===== src/rtl/seq_sub16_slice.sv =====
// seq_sub16_slice: multi-cycle subtractor computing A - B as A + ~B + 1,
// one SLICE_W-bit slice per clock, LSB slice first, with the carry held in a
// register between slices. Start/busy/done handshake.
//
// Optional build macro: SEQ_SUB_ADD_MODE_EN
//   When defined, an extra 'op' input selects add (op=1) or subtract (op=0);
//   op is latched with the operands on the accepted start.
//
// Handshake: start is sampled only in IDLE; an accepted start raises busy on
// the same edge. busy stays high for NSLICE cycles, then done pulses for one
// cycle while the results land on D/Bout/Ovf/Zero. start is ignored while
// busy or done is high. D and flags hold until the next operation completes.
//
// dbg_state exposes the FSM state (0=IDLE, 1=RUN, 2=DONE) for checkers.

module seq_sub16_slice #(
    parameter int WIDTH   = 16,
    parameter int SLICE_W = 4
) (
    input  logic             clk,
    input  logic             rst,
    input  logic             start,
`ifdef SEQ_SUB_ADD_MODE_EN
    input  logic             op,
`endif
    input  logic [WIDTH-1:0] A,
    input  logic [WIDTH-1:0] B,
    output logic             busy,
    output logic             done,
    output logic [WIDTH-1:0] D,
    output logic             Bout,
    output logic             Ovf,
    output logic             Zero,
    output logic [1:0]       dbg_state
);

    localparam int NSLICE = WIDTH / SLICE_W;
    localparam int CW     = (NSLICE > 1) ? $clog2(NSLICE) : 1;
    localparam int MSB    = WIDTH - 1;

    typedef enum logic [1:0] {
        S_IDLE = 2'd0,
        S_RUN  = 2'd1,
        S_DONE = 2'd2
    } state_t;

    state_t           state, state_n;
    logic [WIDTH-1:0] a_q, a_n;
    logic [WIDTH-1:0] b_q, b_n;
    logic [WIDTH-1:0] res_q, res_n;
    logic             carry_q, carry_n;
    logic [CW-1:0]    cnt_q, cnt_n;
    logic             busy_n, done_n, bout_n, ovf_n, zero_n;
    logic [WIDTH-1:0] d_n;

    // Slice datapath signals
    int               slice_base;
    logic [SLICE_W-1:0] a_s, b_s, b_e;
    logic [SLICE_W:0]   sum;
    logic [WIDTH-1:0]   res_full;
    logic               last_slice;

    // sub_mode: 1 = subtract (invert B, carry-in 1), 0 = add.
    // start_carry: carry register value loaded on an accepted start.
    logic sub_mode;
    logic start_carry;

`ifdef SEQ_SUB_ADD_MODE_EN
    logic op_q;

    // Latch the operation select together with the operands
    always_ff @(posedge clk) begin
        if (rst) begin
            op_q <= 1'b0;
        end else if (state == S_IDLE && start) begin
            op_q <= op;
        end
    end

    assign sub_mode    = ~op_q;
    assign start_carry = ~op;
`else
    assign sub_mode    = 1'b1;
    assign start_carry = 1'b1;
`endif

    assign dbg_state = state;

    // Next-state and datapath: one slice of A + B' + carry per RUN cycle
    always_comb begin
        state_n  = state;
        a_n      = a_q;
        b_n      = b_q;
        res_n    = res_q;
        carry_n  = carry_q;
        cnt_n    = cnt_q;
        busy_n   = busy;
        done_n   = 1'b0;
        d_n      = D;
        bout_n   = Bout;
        ovf_n    = Ovf;
        zero_n   = Zero;

        slice_base = int'(cnt_q) * SLICE_W;
        a_s        = a_q[slice_base +: SLICE_W];
        b_s        = b_q[slice_base +: SLICE_W];
        b_e        = sub_mode ? ~b_s : b_s;
        sum        = {1'b0, a_s} + {1'b0, b_e} + {{SLICE_W{1'b0}}, carry_q};
        res_full   = res_q;
        res_full[slice_base +: SLICE_W] = sum[SLICE_W-1:0];
        last_slice = (cnt_q == CW'(NSLICE - 1));

        case (state)
            S_IDLE: begin
                if (start) begin
                    a_n     = A;
                    b_n     = B;
                    carry_n = start_carry;
                    cnt_n   = '0;
                    busy_n  = 1'b1;
                    state_n = S_RUN;
                end
            end
            S_RUN: begin
                res_n   = res_full;
                carry_n = sum[SLICE_W];
                cnt_n   = cnt_q + CW'(1);
                if (last_slice) begin
                    // Final slice: publish result and flags from latched operands
                    d_n     = res_full;
                    bout_n  = sub_mode ? ~sum[SLICE_W] : sum[SLICE_W];
                    ovf_n   = (a_q[MSB] == (sub_mode ? ~b_q[MSB] : b_q[MSB])) &&
                              (res_full[MSB] != a_q[MSB]);
                    zero_n  = (res_full == '0);
                    cnt_n   = '0;
                    busy_n  = 1'b0;
                    done_n  = 1'b1;
                    state_n = S_DONE;
                end
            end
            S_DONE: begin
                state_n = S_IDLE;
            end
            default: begin
                state_n = S_IDLE;
            end
        endcase
    end

    // State and register update; synchronous reset discards any operation
    always_ff @(posedge clk) begin
        if (rst) begin
            state   <= S_IDLE;
            a_q     <= '0;
            b_q     <= '0;
            res_q   <= '0;
            carry_q <= 1'b0;
            cnt_q   <= '0;
            busy    <= 1'b0;
            done    <= 1'b0;
            D       <= '0;
            Bout    <= 1'b0;
            Ovf     <= 1'b0;
            Zero    <= 1'b0;
        end else begin
            state   <= state_n;
            a_q     <= a_n;
            b_q     <= b_n;
            res_q   <= res_n;
            carry_q <= carry_n;
            cnt_q   <= cnt_n;
            busy    <= busy_n;
            done    <= done_n;
            D       <= d_n;
            Bout    <= bout_n;
            Ovf     <= ovf_n;
            Zero    <= zero_n;
        end
    end

endmodule


===== config.mk =====
export PLATFORM = sky130hd
export DESIGN_NAME = seq_sub16_slice
export DESIGN_NICKNAME = d
export VERILOG_FILES = /design/src/rtl/seq_sub16_slice.sv
export SDC_FILE = /design/constraint.sdc
export NUM_CORES = 1
export LEC_CHECK = 0
export ABC_AREA = 1
export CAP_MARGIN = 5
export CORE_MARGIN = 8
export CORE_UTILIZATION = 40
export DETAILED_ROUTE_END_ITERATION = 7
export GPL_TIMING_DRIVEN = 1
export SLEW_MARGIN = 15
export SYNTH_ARGS = -nofsm -noshare
export SYNTH_HDL_FRONTEND = slang
export SYNTH_SLANG_ARGS = --single-unit

===== constraint.sdc =====
create_clock -name clk -period 4 [get_ports clk]
set_clock_uncertainty 0.2 [all_clocks]
set_input_delay 1 -clock clk [delete_from_list [all_inputs] [get_ports clk]]
set_output_delay 1 -clock clk [all_outputs]
set_load 0.05 [all_outputs]

### After elaboration in Yosys (flattened, before gate mapping)

Index checks and enable logic that the tools add are counted.

| word-level totals | value |
|---|---|
| bits in registers | 74 |
| input bits | 35 |
| output and inout bits | 23 |
| word-level logic and storage cells | 52 |

| operators by class | value |
|---|---|
| $add $sub $neg | 4 |
| equal/unequal tests | 6 |
| shift operators | 4 |
| multiplexer cells | 12 |
| bitwise operators | 4 |
| reductions and logical operators | 10 |

Operators by type and width:

| operator | number |
|---|---|
| 4-bit negation with 33-bit output | 1 |
| 4-bit by 33-bit variable shift with 16-bit output (first input constant) | 1 |
| 4-bit by 33-bit indexed part select with 16-bit output | 1 |
| 16-bit by 5-bit indexed part select with 4-bit output | 2 |
| 16-bit bitwise mux | 1 |
| 16-bit logical NOT | 1 |
| 2-bit 2-to-1 mux | 4 |
| 2-bit case mux with 2 select lines | 2 |
| 2-bit AND reduction | 4 |
| 4-bit by 4-bit adder with 5-bit output | 1 |
| 5-bit by 1-bit adder with 5-bit output | 1 |
| 2-bit != test (second input constant) | 2 |
| 4-bit NOT | 1 |
| 1-bit case mux with 2 select lines | 2 |
| 1-bit 2-to-1 mux | 3 |
| 1-bit NOT | 3 |
| 3-bit AND reduction | 1 |
| 2-bit by 1-bit adder with 2-bit output (second input constant) | 1 |
| 2-bit by 1-bit == test with 1-bit output (second input constant) | 1 |
| 2-bit == test (second input constant) | 1 |
| 2-bit logical NOT | 1 |
| 2-bit nonzero test | 1 |
| 2-bit OR reduction | 1 |
| 1-bit == test | 1 |
| 2 further kinds | 2 |

### Longest topological paths before layout

Gate-level depths: netlist of the first run.

| depth | value |
|---|---|
| depth in word-level cells | 8 |
| mapped depth | 19 |
| gate-level depth less buffers | 18 |

### Worst setup path after synthesis of the first run

OpenSTA, ideal clock, no wires.

| timing path | value |
|---|---|
| kind | flip-flop to flip-flop |
| from | reg cnt_q[0] |
| to | reg Zero |
| library setup time | 0.071 ns |
| arrival | 2.654 ns |
| required time | 3.729 ns |
| setup slack | 1.075 ns |
| stages on the path, launching flop included | 17 |
| buffers on the path | 1 |
| period minus slack after synthesis | 2.925 ns |
| cells stage by stage | dfxtp_1 -> inv_1 -> clkbuf_1 -> nand2_1 -> a32o_1 -> fa_1 -> inv_1 -> fa_1 -> nand3_1 -> nor2_1 -> nor2_1 -> nand2_1 -> nor2_1 -> nand3_1 -> nor2_1 -> nand3_1 -> a21oi_1 |

| between the ends | value |
|---|---|
| longest elaborated chain between the ends | 7 |
| elaborated cells between the ends (all ways) | 12 |
| those cells by class | 3 x add/sub; 1 x eq/ne; 4 x shift; 1 x mux; 1 x bitwise; 2 x reduce/logical |

Ends and longest elaborated chain:

| item | line | text |
|---|---|---|
| start: declaration | 52 | `logic [CW-1:0] cnt_q, cnt_n;` |
| start signal: assignment | 171 | `cnt_q <= cnt_n;` |
| 16-bit by 5-bit indexed part select with 4-bit output | 106 | `b_s = b_q[slice_base +: SLICE_W];` |
| 4-bit NOT | 107 | `b_e = sub_mode ? ~b_s : b_s;` |
| 4-bit by 4-bit adder with 5-bit output | 108 | `sum = {1'b0, a_s} + {1'b0, b_e} + {{SLICE_W{1'b0}}, carry_q};` |
| 5-bit by 1-bit adder with 5-bit output | 108 |  |
| 4-bit by 33-bit indexed part select with 16-bit output | 110 | `res_full[slice_base +: SLICE_W] = sum[SLICE_W-1:0];` |
| 16-bit bitwise mux | 110 |  |
| 16-bit logical NOT | 134 | `zero_n = (res_full == '0);` |
| end signal: assignment | 177 | `Zero <= zero_n;` |
| end: declaration | 33 | `output logic Zero,` |

Parallel ways exist; a longest one is shown, timed or not.
A chain may end at the register's enable or synchronous reset.

### Worst setup path after layout of the first run

Same ends and word-level chain as after synthesis.

==> impl_metrics.toml, run 1 <==
[final_layout]
finalNetCount = 587
layout-drive-gt1-share_pct = 4.95
post-route-util_pct = 51.8
synthToLayoutAreaGrowth_pct = 25.1
nFillCells = 844
final_common_cell = "nor2_1"
fin_area_sq_mm = 0.00426
n_antenna_cell = 0
final_cell_mix = "116 x nor2_1, 74 x dfxtp_1, 70 x nand2_1"

[floorplanning]
core.rowCount = 33
io_pins = 58
start_util_pct = 41.4
coreArea_sq_mm = 0.00822
die_h_microns = 108
die_x_microns = 108
die_area_sq_mm = 0.0117

[global_routing]
grt_overflow_total = 0
grt_max_degree = 37
track_usage_pct = 15.5
grt_pass1_wl_mm = 14.4
antenna_found_initial = 0
grt_pass1_vias = 3017

[route]
drtPass1Iterations = 4
via_count = 3174
routed.top_layer = "met4"
viasPerCell = 4.88
met2_length_mm = 4.16
ant_nets = 0
wl_met1_mm = 3.90
drc_errors = 0
post_drt_wl_per_cell_microns = 13.4
dr_wl_met3_microns = 493
routed_wl_mm = 8.73
drtIter0Drc = 99

[clock_tree]
clk_path_buf_depth = 2
tritoncts.num_buffers = 9
clk_pin_slew_ns = 0.07
cts_tree = "done"
clkSinkCount = 74
cts_resized = 0
cts_hold_buf = 0
cts_root_buf = "clkbuf_8"
clk_latency_ns = 0.35
htree_num_levels = 3
post-cts-setup-buffers = 0

[sta]
maxSlewViolCount = 0
min_period_ns = 3.43
clock.fmax_mhz = 291
setup_tns_ns = 0
slew_headroom_pct = 54.9
setup_viol = 0
finalHoldViolations = 0
rsz0062_at_grt = "no"
finalCritPeriodShare_pct = 85.8
tightest_slew_ns = 0.673

[status]
status = "finished clean"

[power]
cellPowerDensity_mw_per_mm2 = 410
power_mw = 1.75
leakagePower_nw = 1.94
peakVddDrop_mv = 0.174

[synth]
ys_seq_area_share_pct = 43.5
yosys_warnings = 0
synth_cells = 487
synth_nets = 533
ys_seq_elements = 74
yosysUniqueCellTypes = 26
synth-edff-count = 0
synth_area_sq_mm = 0.00340
synthFlopType = "dfxtp_1"
async_reset_ff_share_pct = 0
syn_area_per_cell_sq_um = 6.99

[critical_path]
crit_arrival_ns = 3.52
crit_top_cell = "nor2_1"
critPathBufInv = 3
cp_slowest_stage_delay_ns = 0.62
required_ns = 4.09
path_cells = "inv_1 > buf_4 > nor2_1 > o22ai_1 > fa_1 > inv_1 > fa_1 > nand3_1 > nor2_1 > nor2_1 > nand2_1 > nor2_1 > nand3_1 > nor2_1 > nand3_1 > a21oi_1"
start_kind = "flop"
cp_max_fo = 15
critical_path_class = "flop to flop"
slowest_stage = "dfxtp_1"
crit_path_end_kind = "flop"
critPathTopFamily = "simple AND/OR/NAND/NOR gates"

[placement]
placedInstanceArea_sq_mm = 0.00407
gp_congestion = 0.881
port_buffers = 57
hpwl_mm = 6.48

[job]
drv_cap = 0

[hold_path]
min_path_type = "flop to flop"
==> where the power goes <==
| group | switching, mW | internal, mW |
|---|---|---|
| Combinational | 0.226 | 0.142 |
| Sequential | 0.0300 | 0.784 |
| Clock | 0.262 | 0.300 |
| Total | 0.518 | 1.23 |
==> Yosys cell counts, drive strengths merged, types with 3 or more instances <==
cell | number | area [sq um]
nand2 | 70 | 263
o211ai | 13 | 97.6
a32o | 3 | 30.0
a21oi | 17 | 85.1
clkbuf | 18 | 67.6
dfxtp | 74 | 1480
ha | 9 | 113
nor2 | 118 | 448
buf | 5 | 33.8
o21ai | 64 | 320
o21a | 4 | 30.0
nand4 | 3 | 18.8
o22ai | 4 | 25.0
nand3 | 15 | 75.1
inv | 60 | 225
==> worst min-delay path: cells and delay by family (launching register included) <==
kind / cells / cell delay [ns]
AND/OR/NAND/NOR: 1 / 0.06
AO/OA/AOI/OAI: 1 / 0.05
flip-flops: 1 / 0.31
==> per-stage QoR <==
step                setup WS [ns]  hold WS, ns  instances
finish                      0.569        0.269        650
global route                0.229        0.289        650
CTS                         0.606        0.277        650
detailed placement          0.623        0.267        635
global placement            0.706        0.251        635
floorplan                    1.08        0.250        487
==> worst paths after layout <==
| check | from | to | slack [ns] | depth (start not counted) |
|---|---|---|---|---|
| max | cnt_q[0] | Zero | 0.57 | 16 |
| min | busy | busy | 0.27 | 2 |
| max reg2reg | cnt_q[0] | Zero | 0.57 | 16 |
| min reg2reg | busy | busy | 0.27 | 2 |
==> cell families (layout without fill, tap and decap cells) <==
| family | count (synthesis) | count (layout) | synth area share (%) |
|---|---|---|---|
| AO/OA/AOI/OAI | 110 | 110 | 18.4 |
| adder cells (fa/ha/maj) | 11 | 11 | 4.48 |
| buffers and inverters | 85 | 143 | 9.81 |
| flip-flops | 74 | 74 | 43.5 |
| AND/OR/NAND/NOR | 207 | 207 | 23.8 |
==> routing by layer <==
metal,vias up,global-route usage [%]
met5,-,0
met4,0,7.43
met3,16,3.99
met2,82,25.7
met1,1410,18.2
li1,1666,-
==> final cells by class <==
class                           instances  area, sq um  area share [%]
Inverter                               62          233            5.47
Clock inverter                          3         40.0           0.940
Clock buffer                           12          145            3.41
Sequential cell                        74         1480            34.8
Multi-Input combinational cell        328         1590            37.3
Timing Repair Buffer                   66          638            15.0
Tap cell                              105          131            3.09
==> registers in the layout, summed over array words and instances (netlist names), 2 cells and up <==
signal,count
res_q,16
D,16
dbg_state,2
b_q,16
cnt_q,2
a_q,16
(Power assumes the default switching activity.)
==> inputs of run 2 (changes only) <==
CELL_PAD_IN_SITES_DETAIL_PLACEMENT = 1   (was unset)
CELL_PAD_IN_SITES_GLOBAL_PLACEMENT = 2   (was unset)
CORE_UTILIZATION = 29   (was 40)
GPL_ROUTABILITY_DRIVEN = 1   (was unset)
PLACE_DENSITY_LB_ADDON = 0.1   (was unset)
==> run 2 against run 1 <==
Compared with the run above: setup slack improved by 0.14 ns; routed wire length rose by 15%; via count increased by 0.66%; combinational power rose by 3%; non-clock buffer count did not move; hold slack better by 0.0017 ns; sequential share of layout area decreased by 0.83 points; cell count up 5.5%; critical path depth is 2 lower; sequential power is essentially flat; critical path type unchanged; critical endpoint unchanged; largest cell class unchanged; highest routed layer unchanged.
==> impl_metrics.toml, run 2 (synthesized netlist as in run 1, its figures left out) <==
[sta]
tightest_slew_ns = 0.524
rsz0062_at_grt = "no"
setup_viol = 0
setup_tns_ns = 0
finalHoldViolations = 0
clock.fmax_mhz = 304
min_period_ns = 3.29
slew_headroom_pct = 64.9
maxSlewViolCount = 0
finalCritPeriodShare_pct = 82.3

[global_routing]
antenna_found_initial = 0
grt_overflow_total = 0
grt_max_degree = 37
track_usage_pct = 13.5
grt_pass1_vias = 3426
grt_pass1_wl_mm = 17.0

[floorplanning]
core.rowCount = 39
io_pins = 58
coreArea_sq_mm = 0.0114
die_x_microns = 124
die_h_microns = 124
die_area_sq_mm = 0.0155
start_util_pct = 29.8

[final_layout]
layout-drive-gt1-share_pct = 4.42
post-route-util_pct = 38.2
final_cell_mix = "116 x nor2_1, 74 x dfxtp_1, 70 x nand2_1"
finalNetCount = 587
final_common_cell = "nor2_1"
fin_area_sq_mm = 0.00436
nFillCells = 1433
n_antenna_cell = 0
synthToLayoutAreaGrowth_pct = 28.1
finalNonFillerCells = 686

[route]
viasPerCell = 4.66
ant_nets = 0
drtIter0Drc = 101
routed_wl_mm = 10.1
post_drt_wl_per_cell_microns = 14.7
drtPass1Iterations = 4
via_count = 3195
drc_errors = 0

[critical_path]
timing.rr.start = "cnt_q[1]"
critical_path_class = "flop to flop"
r2r_slack_ns = 0.71
start_kind = "flop"
crit_path_end_kind = "flop"
required_ns = 4.07
crit_arrival_ns = 3.36
rr_worst_depth = 14
r2r_end = "Zero"
cp_max_fo = 14

[clock_tree]
cts_tree = "done"
cts_root_buf = "clkbuf_16"
tritoncts.num_buffers = 9
clkSinkCount = 74
clk_pin_slew_ns = 0.05
clk_path_buf_depth = 2
cts_resized = 0
cts_hold_buf = 0
clk_latency_ns = 0.34
htree_num_levels = 3
post-cts-setup-buffers = 0

[status]
status = "finished clean"

[power]
leakagePower_nw = 1.96
peakVddDrop_mv = 0.182
cellPowerDensity_mw_per_mm2 = 434

[hold_path]
min_path_type = "flop to flop"
holdPathStages = 2
hold_end = "busy"
hold_start = "busy"

[placement]
port_buffers = 57
placedInstanceArea_sq_mm = 0.00412
post-place-cells = 673
hpwl_mm = 7.60
gp_congestion = 0.798

[job]
drv_cap = 0
==> run 2: changes by cell type in the layout (fill, tap and decap cells not counted), sizes merged <==
cell	delta
clkinv	-1
bufinv	-1
==> run 2: report_power, final <==
| part | switching, mW | internal [mW] | leakage (nW) |
|---|---|---|---|
| Combinational | 0.236 | 0.144 | 1.23 |
| Clock | 0.293 | 0.409 | 0.118 |
| Sequential | 0.0271 | 0.786 | 0.608 |
==> run 2: final cells by class <==
type | count | area, sq um | share of cell area [%]
Tap cell | 143 | 179 | 4.10
Clock buffer | 12 | 236 | 5.42
Inverter | 62 | 233 | 5.34
Clock inverter | 1 | 5.00 | 0.115
Timing Repair Buffer | 66 | 638 | 14.6
Multi-Input combinational cell | 328 | 1590 | 36.4
Sequential cell | 74 | 1480 | 34.0
==> run 2: worst max-delay path, stage by stage (launching register included) <==
cell and delay, ns:
dfxtp_1 0.53, inv_1 0.29, a32o_1 0.35, fa_1 0.38, inv_1 0.09, fa_1 0.47
nand3_1 0.13, nor2_1 0.04, nor2_1 0.17, nand2_1 0.08, nor2_1 0.10, nand3_1 0.07
nor2_1 0.12, nand3_1 0.07, a21oi_1 0.12
==> run 2: stage by stage <==
step	total power [mW]	worst slack (ns)	hold slack (ns)
floorplan	1.08	1.08	0.250
global placement	1.21	0.821	0.255
detailed placement	1.22	0.695	0.265
CTS	1.93	0.668	0.273
global route	2.01	0.388	0.285
finish	1.89	0.709	0.271
==> run 2: worst max-delay path by stage <==
stage	start	end	slack, ns
finish	cnt_q[1]	Zero	0.71
global route	cnt_q[1]	Zero	0.39
CTS	cnt_q[1]	Zero	0.67
detailed placement	cnt_q[1]	Zero	0.70
global placement	cnt_q[1]	Zero	0.82
floorplan	cnt_q[0]	Zero	1.08
==> run 2: routing by layer <==
metal	part of all wire (%)	global-route usage, %	wire length [microns]	vias up
met3	3.6	3.53	358	15
met4	2.1	6.24	210	0
met5	0	0	0	-
li1	-	-	-	1664
met2	47	22.9	4780	53
met1	47	15.6	4730	1463
